### src/rtl/onehot_enc_pkg.sv
// onehot_enc_pkg: shared types and index-width helper for the one-hot encoder pipe
package onehot_enc_pkg;
  typedef enum logic {PRIO_LSB, PRIO_MSB} prio_e;
  typedef enum logic {EMPTY, FULL} pipe_state_e;
  function automatic int idx_w(input int w);
    return ($clog2(w) < 1) ? 1 : $clog2(w);
  endfunction
endpackage

### src/rtl/onehot_encoder_pipe_if.sv
// onehot_encoder_pipe_if: input/output valid-ready beat signals of the encoder pipe
interface onehot_encoder_pipe_if #(
  parameter int IN_W = 16,
  parameter int OUT_W = 4
);
  logic in_valid;
  logic in_ready;
  logic [IN_W-1:0] in_data;
  logic out_valid;
  logic out_ready;
  logic [OUT_W-1:0] out_index;
  logic out_zero;
  logic out_multi;
  modport master (
    output in_valid, in_data, out_ready,
    input in_ready, out_valid, out_index, out_zero, out_multi
  );
  modport slave (
    input in_valid, in_data, out_ready,
    output in_ready, out_valid, out_index, out_zero, out_multi
  );
endinterface

### src/rtl/onehot_enc_core.sv
// onehot_enc_core: combinational one-hot to binary encoder with zero/multi-hot flags
module onehot_enc_core #(
  parameter int IN_W = 16,
  parameter int PRIO_MSB = 0,
  localparam int OUT_W = onehot_enc_pkg::idx_w(IN_W)
) (
  input logic [IN_W-1:0] data,
  input logic enable,
  output logic [OUT_W-1:0] index,
  output logic zero,
  output logic multi
);
  localparam onehot_enc_pkg::prio_e PRIO = (PRIO_MSB != 0) ? onehot_enc_pkg::PRIO_MSB : onehot_enc_pkg::PRIO_LSB;
  localparam bit MSB_FIRST = PRIO == onehot_enc_pkg::PRIO_MSB;
  logic [OUT_W-1:0] idx;
  logic hit;
  always_comb begin
    idx = '0;
    hit = 1'b0;
    for (int i = 0; i < IN_W; i++)
      if (!hit && data[MSB_FIRST ? IN_W-1-i : i]) begin
        idx = OUT_W'(MSB_FIRST ? IN_W-1-i : i);
        hit = 1'b1;
      end
  end
  assign index = enable ? idx : '0;
  assign zero = enable && ~|data;
  assign multi = enable && |(data & (data - IN_W'(1)));
endmodule

### src/rtl/onehot_encoder_pipe.sv
// onehot_encoder_pipe: registered one-hot encoder with valid/ready handshake and saturating error count
module onehot_encoder_pipe #(
  parameter int IN_W = 16,
  parameter int PRIO_MSB = 0,
  parameter int ERR_CNT_W = 8,
  localparam int OUT_W = onehot_enc_pkg::idx_w(IN_W)
) (
  input logic clk,
  input logic rst_n,
  input logic enable,
  input logic err_clr,
  onehot_encoder_pipe_if.slave pipe,
  output logic [ERR_CNT_W-1:0] err_count
);
  onehot_enc_pkg::pipe_state_e state, state_nxt;
  logic [OUT_W-1:0] enc_index;
  logic enc_zero;
  logic enc_multi;
  logic accept;
  onehot_enc_core #(.IN_W(IN_W), .PRIO_MSB(PRIO_MSB)) u_core (
    .data(pipe.in_data),
    .enable(enable),
    .index(enc_index),
    .zero(enc_zero),
    .multi(enc_multi)
  );
  always_comb begin
    pipe.in_ready = state == onehot_enc_pkg::EMPTY || pipe.out_ready;
    accept = pipe.in_valid && pipe.in_ready;
    state_nxt = (accept || (state == onehot_enc_pkg::FULL && !pipe.out_ready)) ? onehot_enc_pkg::FULL : onehot_enc_pkg::EMPTY;
  end
  assign pipe.out_valid = state == onehot_enc_pkg::FULL;
  always_ff @(posedge clk or negedge rst_n)
    if (!rst_n) state <= onehot_enc_pkg::EMPTY;
    else state <= state_nxt;
  always_ff @(posedge clk or negedge rst_n)
    if (!rst_n) begin
      pipe.out_index <= '0;
      pipe.out_zero <= 1'b0;
      pipe.out_multi <= 1'b0;
    end else if (accept) begin
      pipe.out_index <= enc_index;
      pipe.out_zero <= enc_zero;
      pipe.out_multi <= enc_multi;
    end
  // clear beats a same-cycle increment; count sticks at all-ones
  always_ff @(posedge clk or negedge rst_n)
    if (!rst_n) err_count <= '0;
    else if (err_clr) err_count <= '0;
    else if (accept && (enc_zero || enc_multi) && err_count != '1) err_count <= err_count + ERR_CNT_W'(1);
endmodule

### src/flat_wrapper.sv
// flat-port wrapper written by rule: the top's interface ports become plain ports
module onehot_encoder_pipe_flat 
#(
  parameter int IN_W = 16,
  parameter int PRIO_MSB = 0,
  parameter int ERR_CNT_W = 8,
  localparam int OUT_W = onehot_enc_pkg::idx_w(IN_W)
)
  (clk, rst_n, enable, err_clr, err_count, pipe_in_valid, pipe_in_data, pipe_out_ready, pipe_in_ready, pipe_out_valid, pipe_out_index, pipe_out_zero, pipe_out_multi);
  onehot_encoder_pipe_if #(.IN_W(IN_W), .OUT_W(4)) pipe_i ();
  input logic clk;
  input logic rst_n;
  input logic enable;
  input logic err_clr;
  output logic [ERR_CNT_W-1:0] err_count;
  input wire logic [$bits(pipe_i.in_valid)-1:0] pipe_in_valid;
  input wire logic [$bits(pipe_i.in_data)-1:0] pipe_in_data;
  input wire logic [$bits(pipe_i.out_ready)-1:0] pipe_out_ready;
  output wire logic [$bits(pipe_i.in_ready)-1:0] pipe_in_ready;
  output wire logic [$bits(pipe_i.out_valid)-1:0] pipe_out_valid;
  output wire logic [$bits(pipe_i.out_index)-1:0] pipe_out_index;
  output wire logic [$bits(pipe_i.out_zero)-1:0] pipe_out_zero;
  output wire logic [$bits(pipe_i.out_multi)-1:0] pipe_out_multi;
  assign pipe_i.in_valid = pipe_in_valid;
  assign pipe_i.in_data = pipe_in_data;
  assign pipe_i.out_ready = pipe_out_ready;
  assign pipe_in_ready = pipe_i.in_ready;
  assign pipe_out_valid = pipe_i.out_valid;
  assign pipe_out_index = pipe_i.out_index;
  assign pipe_out_zero = pipe_i.out_zero;
  assign pipe_out_multi = pipe_i.out_multi;
  onehot_encoder_pipe #(.IN_W(IN_W), .PRIO_MSB(PRIO_MSB), .ERR_CNT_W(ERR_CNT_W)) u_core (.clk(clk), .rst_n(rst_n), .enable(enable), .err_clr(err_clr), .pipe(pipe_i), .err_count(err_count));
endmodule
### config.mk
export PLATFORM = sky130hd
export DESIGN_NAME = onehot_encoder_pipe_flat
export DESIGN_NICKNAME = d
export VERILOG_FILES = /design/src/rtl/onehot_enc_pkg.sv /design/src/rtl/onehot_encoder_pipe_if.sv /design/src/rtl/onehot_enc_core.sv /design/src/rtl/onehot_encoder_pipe.sv /design/src/flat_wrapper.sv
export SDC_FILE = /design/constraint.sdc
export NUM_CORES = 1
export LEC_CHECK = 0
export ABC_CLOCK_PERIOD_IN_PS = 6000
export CAP_MARGIN = 15
export CORE_ASPECT_RATIO = 0.6
export CORE_MARGIN = 10
export CORE_UTILIZATION = 45
export DETAILED_ROUTE_END_ITERATION = 8
export MAX_ROUTING_LAYER = met4
export PLACE_DENSITY = 0.81
export SLEW_MARGIN = 20
export SYNTH_ARGS = -nofsm -noshare
export SYNTH_HDL_FRONTEND = slang
export SYNTH_SLANG_ARGS = --single-unit
### constraint.sdc
create_clock -name clk -period 6 [get_ports clk]
set_input_delay 1.2 -clock clk [delete_from_list [all_inputs] [get_ports clk]]
set_output_delay 1.2 -clock clk [all_outputs]
set_load 0.01 [all_outputs]
# Word-level counts from Yosys, hierarchy flattened
# Index checks and enable logic that the tools add are counted.
[word_totals]
regBits = 15
latch_bits = 0
ramBits = 0
mem_bits_ro = 0
in_bits = 22
memories = 0
[op_classes]
n_addsub = 2
multipliers = 0
div_mod_pow = 0
n_lt_le_gt_ge = 0
eq_ne = 1
shift = 0
mux = 34
n_bitwise = 2
n_reduce_logical = 44
[op_table]
columns = ["op", "count"]
rows = [
  ["4-bit two-way mux", 15],
  ["16-bit OR reduction", 2],
  ["1-bit logical AND", 21],
  ["1-bit zero test", 17],
  ["1-bit two-way mux", 17],
  ["16-bit bitwise AND", 1],
  ["8-bit two-way mux", 2],
  ["16-bit by 1-bit subtractor with 16-bit output, second input constant", 1],
  ["8-bit by 1-bit adder with 8-bit output, second input constant", 1],
  ["8-bit != test, second input constant", 1],
  ["1-bit logical OR", 3],
  ["2-bit nonzero test", 1],
  ["1-bit NOT", 1],
]

# Depth between registers and ports, before layout
# Gate-level depths: netlist of run 1.
[logic_depth]
word_depth = 47
ltp_mapped = 9

# Cells and area by module
# From an unflattened synthesis of run 1, not the netlist that was laid out.
[hier_totals]
cells_unflattened = 121
area_unflattened_um2 = 1089.8
[modules_own_cells]
columns = ["mod", "instances", "cells_each", "area_per_inst_um2"]
rows = [
  ["onehot_encoder_pipe", 1, 63, 723.2],
  ["onehot_enc_core", 1, 58, 366.6],
]

# Least setup slack after synthesis of run 1
# Ideal clock, no wire load.
[synth_timing]
kind = "input -> register"
startpoint = "input port pipe_in_data[1]"
endpoint = "register u_core.err_count[1]"
setup_time_ns = 0.118
arrival_ns = 2.989
t_required_ns = 5.882
setup_slack_ns = 2.892
path_stages = 8
path_buffers = 1
path_cell_list = "or4_4 o31ai_1 nand2_1 a221o_1 o31ai_4 buf_6 mux2i_1 nor2_1"
[synth_via]
elab_chain_cells = 8
[synth_rtl]
columns = ["element", "line_no", "rtl"]
rows = [
  ["start: declaration", "flat_wrapper.sv:17", "input wire logic [$bits(pipe_i.in_data)-1:0] pipe_in_data;"],
  ["16-bit by 1-bit subtractor with 16-bit output", "onehot_enc_core.sv:28", "assign multi = enable && |(data & (data - IN_W'(1)));"],
  ["16-bit bitwise AND", "onehot_enc_core.sv:28", ""],
  ["16-bit OR reduction", "onehot_enc_core.sv:28", ""],
  ["1-bit logical AND", "onehot_enc_core.sv:28", ""],
  ["1-bit logical OR (*)", "onehot_encoder_pipe.sv:50", "else if (accept && (enc_zero || enc_multi) && err_count != '1) err_count <= err_count + ERR_CNT_W'(1);"],
  ["1-bit logical AND (*) (2 in a row)", "onehot_encoder_pipe.sv:50", ""],
  ["2-bit nonzero test (no line) (*)", "--", ""],
  ["end signal: assignment", "onehot_encoder_pipe.sv:50", ""],
  ["end: declaration", "onehot_encoder_pipe.sv:13", "output logic [ERR_CNT_W-1:0] err_count"],
]
# Every way passes the cells marked *; elsewhere a longest branch is shown, timed or not.
# A chain may end at the register's enable or synchronous reset.

# Worst setup path after layout of run 1
[layout_timing]
startpoint = "input port pipe_in_data[0]"
endpoint = "register u_core.err_count[1]"
# The elaborated chain is that of the path after synthesis.

==> flow_summary.toml, run 1 <==
[pwr]
powerDensity_nw_per_um2 = 165
pwr-share-comb = 0.218
power.internal_w = 0.000177
ir_worst_vdd_mv = 0.138
clkPwrFrac = 0.340
p_sw_w = 0.0000658
p_seq_frac = 0.442
power_leakage_nw = 0.551
swShare = 0.271

[synthesis]
yosys_warnings = 0
syn-instance-count = 124
synth-edff-count = 0
yosys-top-cells-area = "dfrtp_1 36%, o21ai_0 8.2%, a21oi_1 5.8%"
ys_seq_area_frac = 0.361
synth-seq-cells = 15
synthDominantCellAreaShare = 0.361
synth_cell_type_count = 40
syn_avg_cell_area_um2 = 8.37
syn_area_um2 = 1040
synth_most_common_cell = "o21ai_0"
synthArstFlopShare = 1.00
synth_top_flop_cell = "dfrtp_1"
synth_nets = 147
netlist_top_cells_count = "17 x o21ai_0, 15 x dfrtp_1, 12 x a21oi_1, 11 x nand2_1, 8 x nor2_1"
synth_top_area_cell = "dfrtp_1"

[clock_network]
cts_buffers = 3
tritoncts = "yes"
h-tree-depth = 1
cts_resized = 0
cts_root_buf = "clkbuf_8"
cts_hold_buffers = 0
max-clock-path-buffers = 2
clock_latency_ps = 250
cts.sinks = 15
clk_pin_slew_ps = 70
post_cts_buffers = 0

[die]
start_util = 0.476
pin_count = 38
die_w_um = 82.0
core.rowCount = 13
fp.dieH_um = 57.2
dieArea_um2 = 4690
core_um2 = 2180

[global_route]
grt_pass1_wl_mm = 5.55
grt_max_degree = 16
grt_use_total = 0.153
grt_pass1_vias = 1078
antenna_found_initial = 0
grt_overflow_total = 0

[job]
maxCapViolations = 0

[critical_path]
slowest_stage = "or4_4"
crit_path_max_incr_delay_ps = 590
start_kind = "input pin"
r2r_end = "u_core.err_count[5]$_DFFE_PN0P_"
cp.depth = 8
cp-endpoint = "u_core.err_count[1]$_DFFE_PN0P_"
path_cells = "clkdlybuf4s50_1, or4_4, nor3_1, o21ai_0, a221o_1, o31ai_4, mux2i_1, nor2_1"
endpoint_kind = "register"
worst-path-buf-inv = 1
path_class = "in -> reg"
critPathMaxFanout = 14
r2r_setup_slack_ps = 3870
worstPathArrival_ps = 3840
critPathLaunch = "pipe_in_data[0]"
path_delay_family = "compound AO/OA/AOI/OAI gates"
r2r_cells = 6
reg2reg_from = "u_core.err_count[3]$_DFFE_PN0P_"
worstPathRequired_ps = 6130

[place]
gp_congestion = 0.952
io_buffers = 37
dp_hpwl_mm = 2.68

[detailed_routing]
drt-met1-wl_mm = 1.44
routed_wl_mm = 3.35
first_iter_violations = 132
vias = 1135
vias_per_cell = 5.91
dr_wl_met3_um = 319
highest_layer = "met4"
ant_nets = 0
drc = 0
first_pass_iters = 4
routedWlPerCell_um = 17.4
wl_met2_mm = 1.54

[layout]
nets = 186
areaGrowthSynthToFinish_pct = 41.6
drive_above_1_share = 0.117
diodes = 0

[worst_hold_path]
hp-class = "reg -> reg"

[sta]
hold_viol = 0
finClkSkew_ps = 7.67
fmax_ghz = 0.270
worst_slew_pin_slew_ps = 666
final_max_slew_viol_count = 0
slew_headroom = 0.554
report.final.setup_viol = 0
fin_tns_setup_ps = 0
finalCritPeriodShare = 0.617
rsz0062_at_grt = "no"
period_needed_ps = 3700
hold_ws_ps = 482

[outcome]
outcome = "completed"
==> flip-flops by register name, summed over array words and instances (netlist names) <==
name and flops:
u_core.err_count 8, u_core.pipe.out_valid 1, u_core.pipe.out_index 4, u_core.pipe.out_zero 1
u_core.pipe.out_multi 1
==> power by group through the flow <==
stage	registers [W]	clock network (W)	logic [W]
after floorplan	0.000110	0	0.0000175
after global placement	0.000109	0	0.0000510
after detailed placement	0.000109	0	0.0000524
after CTS	0.000107	0.0000834	0.0000526
after global routing	0.000108	0.0000886	0.0000577
final	0.000107	0.0000827	0.0000529
==> worst reg2reg max path, cell delays in order, from the launching register on <==
cell and delay (ps):
dfrtp_1 440, and3_2 260, and2_1 170, a41oi_1 320, o31ai_4 210, or3_2 480
a21oi_1 160
==> cells by family (layout without fill, tap and decap cells) <==
| kind of cell | count (synthesis) | count (layout) | synth area share |
|---|---|---|---|
| simple gates | 54 | 54 | 0.293 |
| compound gates | 44 | 44 | 0.270 |
| flops | 15 | 15 | 0.361 |
| buf+inv | 7 | 45 | 0.0361 |
| fa+ha+maj | 2 | 2 | 0.0217 |
| xor+xnor | 1 | 1 | 0.00844 |
| mux | 1 | 1 | 0.00964 |
==> stage by stage <==
step                std cells  area (um2)  power [W]  setup slack [ps]  utilization
floorplan                 124        1040   0.000128              2890            -
global placement          188        1420   0.000160              2210        0.653
detailed placement        188        1420   0.000161              2110        0.653
CTS                       192        1470   0.000243              2370        0.675
global route              192        1470   0.000254              2160        0.675
finish                    192        1470   0.000243              2300        0.675
==> area by class of cell <==
type                    count  area [um2]
clock buffers               3        41.3
clock inverters             1        5.00
fillers                   179         709
inverters                   4        15.0
multi-input cells         102         626
flip-flops and latches     15         375
well taps                  30        37.5
repair buffers             37         370
==> routing by layer <==
metal / global-route usage / vias to the layer above
met1: 0.193 / 528
li1: - / 546
met2: 0.231 / 55
met4: 0.0459 / 0
met5: - / -
met3: 0.0438 / 6
==> how the worst min path moves through the flow <==
stage | depth (start not counted) | slack, ps | startpoint | endpoint
final | 2 | 480 | u_core.pipe.out_index[0]$_DFFE_PN0P_ | u_core.pipe.out_index[0]$_DFFE_PN0P_
after global routing | 2 | 530 | u_core.pipe.out_zero$_DFFE_PN0P_ | u_core.pipe.out_zero$_DFFE_PN0P_
after CTS | 2 | 490 | u_core.pipe.out_index[0]$_DFFE_PN0P_ | u_core.pipe.out_index[0]$_DFFE_PN0P_
after detailed placement | 2 | 470 | u_core.pipe.out_index[0]$_DFFE_PN0P_ | u_core.pipe.out_index[0]$_DFFE_PN0P_
after global placement | 2 | 460 | u_core.pipe.out_index[0]$_DFFE_PN0P_ | u_core.pipe.out_index[0]$_DFFE_PN0P_
after floorplan | 2 | 520 | u_core.pipe.out_index[0]$_DFFE_PN0P_ | u_core.pipe.out_index[0]$_DFFE_PN0P_
==> placed cells by master (no fill, tap or decap), types with 2 or more instances in the layout <==
cell type         n
nand2_1          11
o22ai_1           2
clkdlybuf4s50_1  37
or3_2             6
nor3_1            5
nand4_1           3
dfrtp_1          15
nand3_1           6
nor2_1            8
o21ai_0          17
clkbuf_8          3
a21oi_1          12
o21bai_1          2
nand2b_1          2
inv_1             4
nor4_1            5
Note: power is estimated with default switching activity, not from simulation.
==> inputs of run 2 (changes only) <==
Settings changed: ABC_CLOCK_PERIOD_IN_PS 6000 to 3200, CORE_UTILIZATION 45 to 39, PLACE_DENSITY 0.81 to 0.74.
Clock period 6 ns to 3.2 ns, I/O delays scaled along.
==> flow_summary.toml, run 2 (synthesis gave the netlist of run 1 again) <==
[layout]
areaGrowthSynthToFinish_pct = 50.1
finish.instance_area_um2 = 1560
fillers = 217
final_common_cell = "clkdlybuf4s50_1"
diodes = 0
largest_reg_flops = 8
drive_above_1_share = 0.163
top_regs = "u_core.err_count: 8 flops, u_core.pipe.out_index: 4 flops"
most-common-layout-cells = "37 x clkdlybuf4s50_1, 17 x o21ai_0, 15 x dfrtp_1, 12 x a21oi_1, 11 x nand2_1"
regMostFlops = "u_core.err_count"
fin_util = 0.618
nets = 196

[clock_network]
tritoncts = "yes"
h-tree-depth = 1
cts.sinks = 15
cts_hold_buffers = 0
clk_pin_slew_ps = 60
clock_latency_ps = 250
post_cts_buffers = 0
cts_resized = 0
max-clock-path-buffers = 2
cts_root_buf = "clkbuf_8"
cts_buffers = 3

[die]
fp.dieH_um = 60.0
start_util = 0.412
dieArea_um2 = 5190
core.rowCount = 14
pin_count = 38
core_um2 = 2520
die_w_um = 86.6

[sta]
rsz0062_at_grt = "no"
final_max_slew_viol_count = 0
fin_tns_setup_ps = 0
slew_headroom = 0.545
worst_slew_pin_slew_ps = 681
fmax_ghz = 0.349
hold_viol = 0
period_needed_ps = 2870
report.final.setup_viol = 0
finalCritPeriodShare = 0.895
hold_ws_ps = 485
finClkSkew_ps = 2.21

[job]
maxCapViolations = 0

[critical_path]
path_class = "in -> reg"
path_delay_family = "simple AND/OR/NAND/NOR gates"
r2r_cells = 7
slowest_stage = "nor4_1"
worst-path-buf-inv = 2
path_cells = "clkdlybuf4s50_1, nor4_1, nand3_1, and2b_2, o31ai_4, buf_12, or3_2, a21oi_1"
r2r_setup_slack_ps = 990
critPathMaxFanout = 14
worstPathRequired_ps = 3360
start_kind = "input pin"
r2r_end = "u_core.err_count[5]$_DFFE_PN0P_"
worstPathArrival_ps = 3020
crit_path_max_incr_delay_ps = 510
endpoint_kind = "register"
reg2reg_from = "u_core.err_count[3]$_DFFE_PN0P_"

[detailed_routing]
drc = 0
routed_wl_mm = 3.39
first_pass_iters = 4
routedWlPerCell_um = 16.6
first_iter_violations = 149
vias_per_cell = 5.77
ant_nets = 0
vias = 1178

[global_route]
grt_overflow_total = 0
grt_max_degree = 16
grt_pass1_vias = 1089
antenna_found_initial = 0
grt_use_total = 0.137
grt_pass1_wl_mm = 5.55

[worst_hold_path]
min_delay_worst_endpoint = "u_core.pipe.out_zero$_DFFE_PN0P_"
hp-class = "reg -> reg"
hold_start = "u_core.pipe.out_zero$_DFFE_PN0P_"
holdPathStages = 2

[place]
dp_hpwl_mm = 2.81
place_area_um2 = 1510
io_buffers = 37
gp_congestion = 0.928

[pwr]
total_power_w = 0.000463
powerDensity_nw_per_um2 = 297
ir_worst_vdd_mv = 0.169
power_leakage_nw = 0.603

[outcome]
outcome = "completed"
run 2: changes by cell type in the layout (fill, tap and decap cells not counted):
cell and change:
clkbuf_1 +1, clkinv_2 -1, buf_4 +9, buf_12 +1
run 2: worst max path at each step:
stage	startpoint	end	slack, ps	depth (start not counted)
final	pipe_in_data[8]	u_core.err_count[5]$_DFFE_PN0P_	330	8
after global routing	pipe_in_data[0]	u_core.err_count[1]$_DFFE_PN0P_	210	10
after CTS	pipe_in_data[1]	u_core.err_count[1]$_DFFE_PN0P_	340	9
after detailed placement	pipe_in_data[1]	u_core.err_count[1]$_DFFE_PN0P_	80	9
after global placement	pipe_in_data[3]	u_core.err_count[1]$_DFFE_PN0P_	160	9
after floorplan	pipe_in_data[1]	u_core.err_count[1]$_DFFE_PN0P_	650	8
run 2: power by group:
part           leakage, nW  internal (W)  total [W]  switching [W]
combinational        0.378     0.0000580   0.000109      0.0000512
sequential           0.203      0.000196   0.000201     0.00000507
clock               0.0228     0.0000881   0.000153      0.0000646
run 2: routing by layer:
layer  global-route usage  up-vias  wire [um]
met5                    -        -          0
met4               0.0207        0         25
met3               0.0326        2        280
met2                0.200       50       1540
met1                0.189      558       1540
li1                     -      568          -
run 2: worst reg2reg max path, stage by stage (launching register included):
cell and delay, ps:
dfrtp_1 430, and3_2 250, and2_1 170, a41oi_1 340, o31ai_4 140, buf_12 160, or3_2 440, a21oi_1 180
run 2: layout make-up:
type / instances / area (um2) / share of cell area
clock buffer: 4 / 45.0 / 0.0289
inverter: 4 / 15.0 / 0.00963
multi-input combinational: 102 / 626 / 0.401
sequential: 15 / 375 / 0.241
tap: 32 / 40.0 / 0.0257
timing repair buffer: 47 / 458 / 0.294
run 2: through the flow:
stage | cells | worst slack, ps
after floorplan | 124 | 652
after global placement | 200 | 158
final | 204 | 335
after global routing | 204 | 208
after detailed placement | 200 | 76.4
after CTS | 204 | 337
